$ cat config.mk
export PLATFORM = sky130hd
export DESIGN_NAME = alu_exec_unit
export DESIGN_NICKNAME = d
export VERILOG_FILES = /design/src/rtl/alu_pkg.sv /design/src/rtl/alu_shift_seq.sv /design/src/rtl/alu_exec_unit.sv
export SDC_FILE = /design/constraint.sdc
export NUM_CORES = 1
export LEC_CHECK = 0
export CORE_MARGIN = 1
export CORE_UTILIZATION = 40
export DETAILED_ROUTE_END_ITERATION = 7
export DONT_BUFFER_PORTS = 1
export PLACE_DENSITY_LB_ADDON = 0.08
export SYNTH_ARGS = -nofsm -noshare
export SYNTH_HDL_FRONTEND = slang
export SYNTH_SLANG_ARGS = --single-unit
$ cat constraint.sdc
create_clock -name clk -period 8.2 [get_ports clk]
set_clock_uncertainty 0.05 [all_clocks]
set_input_delay 2.46 -clock clk [delete_from_list [all_inputs] [get_ports clk]]
set_output_delay 2.46 -clock clk [all_outputs]
set_load 0.02 [all_outputs]
$ cat src/rtl/alu_pkg.sv
// Shared definitions for the ALU execute stage and the ALU control decoder.
// Contents:
//   - 4-bit operation codes driven by the ALU control decoder
//   - FSM state encoding for alu_exec_unit
package alu_pkg;

    localparam logic [3:0] ALU_AND = 4'b0000;
    localparam logic [3:0] ALU_OR  = 4'b0001;
    localparam logic [3:0] ALU_ADD = 4'b0010;
    localparam logic [3:0] ALU_SUB = 4'b0110;
    localparam logic [3:0] ALU_SLT = 4'b0111;
    localparam logic [3:0] ALU_SLL = 4'b1000;
    localparam logic [3:0] ALU_SRL = 4'b1001;
    localparam logic [3:0] ALU_NOR = 4'b1100;

    typedef enum logic {
        ST_IDLE  = 1'b0,
        ST_SHIFT = 1'b1
    } alu_state_t;

endpackage

$ cat src/rtl/alu_shift_seq.sv
// Iterative one-bit-per-cycle shifter used for SLL/SRL.
// Ports:
//   clk, reset     - rising-edge clock, synchronous active-high reset
//   flush          - abort: clears the remaining count
//   start          - load start_val/start_cnt/start_left (start_cnt must be > 0)
//   start_left     - 1 = shift left (SLL), 0 = logical shift right (SRL)
//   start_val      - value to shift
//   start_cnt      - number of single-bit steps
//   run            - owning FSM is in its shift state
//   done           - high in the cycle whose step is the last one
//   final_val      - accumulator after this cycle's step (valid with done)
module alu_shift_seq #(
    parameter int unsigned WIDTH   = 32,
    parameter int unsigned SHAMT_W = 5
) (
    input  logic               clk,
    input  logic               reset,
    input  logic               flush,
    input  logic               start,
    input  logic               start_left,
    input  logic [WIDTH-1:0]   start_val,
    input  logic [SHAMT_W-1:0] start_cnt,
    input  logic               run,
    output logic               done,
    output logic [WIDTH-1:0]   final_val
);

    logic [WIDTH-1:0]   acc;
    logic [SHAMT_W-1:0] cnt;
    logic               left;
    logic [WIDTH-1:0]   stepped;

    always_comb begin
        stepped = left ? {acc[WIDTH-2:0], 1'b0} : {1'b0, acc[WIDTH-1:1]};
    end

    assign done      = run && (cnt == SHAMT_W'(1));
    assign final_val = stepped;

    always_ff @(posedge clk) begin
        if (reset) begin
            acc  <= '0;
            cnt  <= '0;
            left <= 1'b0;
        end else if (flush) begin
            cnt <= '0;
        end else if (start) begin
            acc  <= start_val;
            cnt  <= start_cnt;
            left <= start_left;
        end else if (run && (cnt != '0)) begin
            acc <= stepped;
            cnt <= cnt - 1'b1;
        end
    end

endmodule

$ cat src/rtl/alu_exec_unit.sv
// Execute-stage ALU. Single-cycle logic/arithmetic ops; SLL/SRL run on an
// iterative shifter and stall acceptance while in flight. Result and zero
// flag are registered at the EX/MEM boundary.
// Ports:
//   clk, reset   - rising-edge clock, synchronous active-high reset
//   in_valid     - operation presented this cycle
//   in_ready     - unit can accept (low while shifting or in reset)
//   alu_ctrl     - 4-bit op code from the ALU control decoder
//   operand_a    - rs value
//   operand_b    - rt value / immediate; shift source
//   shamt        - shift amount for SLL/SRL
//   flush        - synchronous abort from the hazard unit
//   out_valid    - one-cycle pulse when result/zero update
//   result       - registered result, held between pulses
//   zero         - registered (result == 0)
module alu_exec_unit
    import alu_pkg::*;
#(
    parameter int unsigned WIDTH   = 32,
    parameter int unsigned SHAMT_W = 5
) (
    input  logic               clk,
    input  logic               reset,
    input  logic               in_valid,
    output logic               in_ready,
    input  logic [3:0]         alu_ctrl,
    input  logic [WIDTH-1:0]   operand_a,
    input  logic [WIDTH-1:0]   operand_b,
    input  logic [SHAMT_W-1:0] shamt,
    input  logic               flush,
    output logic               out_valid,
    output logic [WIDTH-1:0]   result,
    output logic               zero
);

    alu_state_t         state, state_next;
    logic [WIDTH-1:0]   op_res;
    logic               is_shift;
    logic               accept;
    logic               sh_start;
    logic               sh_done;
    logic [WIDTH-1:0]   sh_final;
    logic               load;
    logic [WIDTH-1:0]   load_val;

    // Single-cycle datapath. Shift codes yield operand_b, which is the
    // correct answer for shamt == 0; nonzero shifts go through alu_shift_seq.
    always_comb begin
        op_res   = operand_a + operand_b;
        is_shift = 1'b0;
        case (alu_ctrl)
            ALU_AND: op_res = operand_a & operand_b;
            ALU_OR:  op_res = operand_a | operand_b;
            ALU_ADD: op_res = operand_a + operand_b;
            ALU_SUB: op_res = operand_a - operand_b;
            ALU_SLT: op_res = {{(WIDTH-1){1'b0}}, ($signed(operand_a) < $signed(operand_b))};
            ALU_NOR: op_res = ~(operand_a | operand_b);
            ALU_SLL, ALU_SRL: begin
                op_res   = operand_b;
                is_shift = 1'b1;
            end
            default: op_res = operand_a + operand_b;
        endcase
    end

    assign in_ready = (state == ST_IDLE) && !reset;
    assign accept   = in_valid && in_ready;

    always_ff @(posedge clk) begin
        if (reset) state <= ST_IDLE;
        else       state <= state_next;
    end

    always_comb begin
        state_next = state;
        sh_start   = 1'b0;
        load       = 1'b0;
        load_val   = op_res;
        case (state)
            ST_IDLE: begin
                if (accept) begin
                    if (is_shift && (shamt != '0)) begin
                        sh_start   = 1'b1;
                        state_next = ST_SHIFT;
                    end else begin
                        load = 1'b1;
                    end
                end
            end
            ST_SHIFT: begin
                if (sh_done) begin
                    load       = 1'b1;
                    load_val   = sh_final;
                    state_next = ST_IDLE;
                end
            end
            default: state_next = ST_IDLE;
        endcase
        // Flush overrides both a fresh accept and a completing shift.
        if (flush) begin
            state_next = ST_IDLE;
            sh_start   = 1'b0;
            load       = 1'b0;
        end
    end

    alu_shift_seq #(
        .WIDTH   (WIDTH),
        .SHAMT_W (SHAMT_W)
    ) u_shift (
        .clk        (clk),
        .reset      (reset),
        .flush      (flush),
        .start      (sh_start),
        .start_left (alu_ctrl == ALU_SLL),
        .start_val  (operand_b),
        .start_cnt  (shamt),
        .run        (state == ST_SHIFT),
        .done       (sh_done),
        .final_val  (sh_final)
    );

    always_ff @(posedge clk) begin
        if (reset) begin
            result    <= '0;
            zero      <= 1'b1;
            out_valid <= 1'b0;
        end else begin
            out_valid <= load;
            if (load) begin
                result <= load_val;
                zero   <= (load_val == '0);
            end
        end
    end

endmodule

# Word-level counts from Yosys, hierarchy flattened
# Index checks and enable logic that the tools add are counted.
dict set report classes {
  n_reduce_logical 15
  addsub 3
  bitwise_logic 5
  n_eq_ne 7
  muxes 20
  magnitude_cmp 1
}
# cell n
set ops {}
lappend ops {{$pmux W32 S6} 1}
lappend ops {{$mux W32} 5}
lappend ops {{$add A32 B32 Y32} 1}
lappend ops {{$and A32 B32 Y32} 1}
lappend ops {{$logic_not A32 Y1} 1}
lappend ops {{$lt A32 B32 Y1} 1}
lappend ops {{$not A32 Y32} 1}
lappend ops {{$or A32 B32 Y32} 1}
lappend ops {{$sub A32 B32 Y32} 1}
lappend ops {{$eq A4 B4 Y1 const B} 3}
lappend ops {{$mux W1} 10}
lappend ops {{$mux W5} 2}
lappend ops {{$reduce_bool A5 Y1} 2}
lappend ops {{$eq A4 B3 Y1 const B} 2}
lappend ops {{$eq A5 B1 Y1 const B} 1}
lappend ops {{$logic_and A1 B1 Y1} 5}
lappend ops {{$sub A5 B1 Y5 const B} 1}
lappend ops {{$eq A4 B1 Y1 const B} 1}
lappend ops {{$logic_not A4 Y1} 1}
lappend ops {{$pmux W1 S2} 2}
lappend ops {{$reduce_and A2 Y1} 2}
lappend ops {{$reduce_or A2 Y1} 2}
lappend ops {{$not A1 Y1} 2}
lappend ops {{$reduce_bool A2 Y1} 1}
lappend ops {{$logic_not A1 Y1} 1}
dict set report totals {
  wordCells 58
  ff_bits 73
  out_inout_bits 35
  inputBits 77
}

# Depth between registers and ports, before layout
dict set report depth {
  depth_word 10
  ltp_mapped 15
  mapped_depth_nobuf 15
}

# By module
# From an unflattened synthesis, not the netlist that was laid out.
dict set report hier_totals {
  cells_unflattened 1355
  hier_area_um2 9840.7
}
# module cells_each area_per_inst_um2 n_inst
set by_module_without_submodules {}
lappend by_module_without_submodules {alu_exec_unit 1092 7423.4 1}
lappend by_module_without_submodules {alu_shift_seq 263 2417.3 1}

# Worst setup path after synthesis
# OpenSTA, ideal clock, no wires.
dict set report synth_path {
  kind {input -> register}
  start {input operand_a[0]}
  end {register zero}
  cell_stages 14
  setup_ps 116
  n_path_buf 0
  t_arrival_ps 5294
  setup_slack_ps 2740
  cell_sequence {ha_1 > inv_1 > fa_1 > nand2b_1 > a211oi_2 > o31ai_1 > o21a_1 > o41ai_2 > a21o_1 > a21oi_1 > or4b_1 > nand3_1 > nor2_1 > a41o_1}
}
dict set report synth_between {
  elab_chain_cells 6
  elab_cells_between_ends 10
  cone_classes {2 x add/sub; 1 x order compare; 3 x mux; 3 x bitwise; 1 x reduce/logical}
}
# element line_no
set synth_lines {}
lappend synth_lines {{start, declared} alu_exec_unit.sv:27} ;# input logic [WIDTH-1:0] operand_a,
lappend synth_lines {{branches (longest 2 deep; another with $add A32 B32 Y32)} -}
lappend synth_lines {{$pmux W32 S6 *} alu_exec_unit.sv:51} ;# case (alu_ctrl)
lappend synth_lines {{$mux W32} alu_exec_unit.sv:91} ;# if (sh_done) begin
lappend synth_lines {{$mux W32 *} alu_exec_unit.sv:79} ;# case (state)
lappend synth_lines {{$logic_not A32 Y1 *} alu_exec_unit.sv:132} ;# zero <= (load_val == '0);
lappend synth_lines {{end signal, assigned} alu_exec_unit.sv:132}
lappend synth_lines {{end, declared} alu_exec_unit.sv:33} ;# output logic zero
# Mark *: on every way between the ends.
# A chain may end at the register's enable or synchronous reset.

# Worst setup path in the final report
# Same ends and word-level chain as after synthesis.

==> results.txt <==
Htree depth: 3
Die ar.: 24,700 um^2
Hold buffer count at cts: 0
Largest net degree at the start of global routing: 69
RSZ-0062 raised after global routing: no
Final setup fails: 0
Number of synthesized register bits: 73
Area Overhead vs Synth: 4.56%
Pwr dens: 133 nW/um^2
Initial DRC Count: 1,037
Clock buffer depth: 2
Peak VDD IR: 0.0883 mV
Dominant cells by area after synthesis: dfxtp_1, ha_1, a21oi_1, nand2_1, nor2_1
Clk Latency, worst-skew pair: 0.34 ns
Pre-antenna DRT Iters: 5
Inserted Clock Buffers: 9
Top Family by Delay on Critical Path: compound AO/OA/AOI/OAI gates
Die Wd: 157 um
CP Launch Type: input pin
Crit end category: register
Initial antenna violation count: 0
Overall routing resource usage: 32.0%
Post-place setup slack: 1.75 ns
Worst EP arrival: 6.40 ns
Layout cells sized above 1: 5.83%
Ratio of final minimum period to clock period: 75.2%
Worst Setup Path Type: input pin to register
Vias: 10,546
Synth area leader: dfxtp_1
Routability cong.: 0.987
Post-route ant nets: 0
Core Region: 23,500 um^2
Global route total overflow: 0
Clk sink count: 73
Post-DP HPWL: 30,000 um
Port buffer count: 0
Fmax: 162 MHz
Drt total wl: 40,000 um
Worst hold path class: register to register
Area occupied by registers: 1460 um^2
Mapped Cells: 1,385
NumNets Final: 1,495
DRC: 0
Number of synthesized flops with an enable pin: 0
Buf+Inv Stages, Crit Path: 1
Final min period: 6.17 ns
Area occupied by multi-input gates: 7370 um^2
Synth Warn #: 0
Final worst setup slack: 2.03 ns
Antenna cell count: 0
Clock tree from TritonCTS: yes
First-pass GRT wire length: 59,900 um
Crit path max fanout: 4
Req. time, crit path: 8.43 ns
Vias in the first global route: 9,772
Slew Limit Fails: 0
Critical path's slowest cell: o31ai_1
FILL cells: 2,561
Die Span Y: 157 um
Distinct cell type count after synthesis: 90
Post-synthesis cell area: 9630 um^2
Power, Total: 0.00134 W
Ys async rst share: 0%
Ys flop type: dfxtp_1
Max-cap violations: 0
Sequential area share after synthesis: 15.2%
Outcome: completed
Via density: 6.43
Cts repair resizes: 0
Reg clk slew, reported paths: 0.06 ns
Synth top area share: 15.2%
Final-report hold violation count: 0
IO Pins: 112
LEAKAGE: 3.89 nW
Synth Net Count: 1,563
Worst-Margin Slew: 1.13 ns
Wire per inst: 24.4 um
Initial core utilization: 40.9%
Avg Inst Size Synth: 6.96 um^2
Final TNS setup: 0 ns
Root Driver: clkbuf_16
Setup Buffers After CTS: 0
Critical Path, Cell by Cell: ha_1 -> inv_1 -> fa_1 -> nand2b_1 -> a21oi_1 -> nor2_1 -> o31ai_1 -> a41oi_1 -> xnor2_1 -> a221oi_1 -> o2111ai_1 -> nand4b_1 -> nor4_1 -> a41o_1
Slew HR: 23.9%
Row count: 56
Worst path max stage delay: 0.62 ns
power breakdown:
part           switching, W  total, W  leakage, nW  internal (W)
Clock              0.000159  0.000463        0.169      0.000304
Combinational      0.000331  0.000501         3.13      0.000170
Sequential        0.0000138  0.000376        0.590      0.000362
Total              0.000504   0.00134         3.89      0.000836
cells in the mapped netlist, drive strengths merged (10+ instances only):
cell type  instances
a211oi            17
a21o              10
a21oi            163
a221oi            23
a22oi             21
a31oi             13
and2              12
buf               36
clkbuf            57
dfxtp             73
ha                99
inv              105
mux2i             36
nand2            188
nand2b            16
nand3             26
nand4             14
nor2             113
nor2b             16
nor3              32
nor4              16
o211ai            53
o21ai             50
o22ai             11
o31ai             23
or2               11
xnor2             21
metrics by stage:
stage / util (%) / cell area [um^2] / hold slack [ns] / instances
3_5_place_dp: 41.3 / 9730 / 0.402 / 1625
3_3_place_gp: 41.3 / 9730 / 0.400 / 1625
6_report: 42.8 / 10100 / 0.417 / 1640
4_1_cts: 42.8 / 10100 / 0.412 / 1640
5_1_grt: 42.8 / 10100 / 0.429 / 1640
2_1_floorplan: - / 9630 / 0.391 / 1385
cell type report:
class	count	share of cell area [%]
clock inverter	5	1.03
multi-input combinational	1114	73.2
timing repair buffer	14	1.04
tap	319	3.96
inverter	105	3.91
clock buffer	10	2.37
sequential	73	14.5
cell families (layout without fill, tap and decap cells):
logic type                 after synthesis  after routing  synth area share (%)
and+or+nand+nor                        474            474                  23.1
buffers and inverters                  198            134                  8.52
adders and majority gates              101            101                  13.3
AOI/OAI and AO/OA                      477            477                  33.8
xor gates and xnor gates                23             23                  2.09
DFF                                     73             73                  15.2
muxes                                   39             39                  4.09
final timing paths:
path / from / end / slack (ns) / depth (start not counted)
worst max-delay path: operand_a[0] / zero$_SDFFE_PP1P_ / 2.03 / 14
worst min-delay path: u_shift.acc[6]$_SDFFE_PP0P_ / u_shift.acc[6]$_SDFFE_PP0P_ / 0.42 / 2
worst max register to register: u_shift.cnt[2]$_SDFFE_PP0N_ / zero$_SDFFE_PP1P_ / 4.57 / 12
worst min register to register: u_shift.acc[6]$_SDFFE_PP0P_ / u_shift.acc[6]$_SDFFE_PP0P_ / 0.42 / 2
routing by layer:
| layer | wire length, um | vias up | track usage (%) | part of all wire, % |
|---|---|---|---|---|
| met5 | 0 | - | 0 | 0 |
| met4 | 1910 | 0 | 14.7 | 4.8 |
| met3 | 3670 | 109 | 5.97 | 9.2 |
| met2 | 18300 | 553 | 52.0 | 46 |
| met1 | 16100 | 4971 | 40.8 | 40 |
| li1 | - | 4913 | - | - |
sequential cells by signal (all words and copies together), names as in the netlist:
| name | count |
|---|---|
| u_shift.left | 1 |
| u_shift.acc | 32 |
| result | 32 |
| u_shift.cnt | 5 |
| out_valid | 1 |
| state | 1 |
| zero | 1 |
worst min-delay path: cells and delay by family, from the launching register on:
kind,cells,cell delay [ns]
AOI/OAI and AO/OA,1,0.05
and+or+nand+nor,1,0.05
DFF,1,0.32
placed cells by master, fill, tap and decap left out, drive strengths merged, types with 6 or more instances in the layout:
cell and n:
nor3 32, nor2 113, and3 6, a21o 10
nand2 188, nand3 26, inv 105, xnor2 21
o211ai 53, buf 14, mux2i 36, ha 99
a311oi 9, o31ai 23, a21oi 163, or3 7
a211oi 17, clkbuf 10, and2 12, o221ai 9
o22ai 11, nand2b 16, nand4 14, a221o 6
o21a 9, o21ai 50, nor4 16, a22oi 21
nor2b 16, a32oi 8, or2 11, o21bai 6
dfxtp 73, a31oi 13, a221oi 23
No activity file was read; power rests on OpenSTA's default activity.
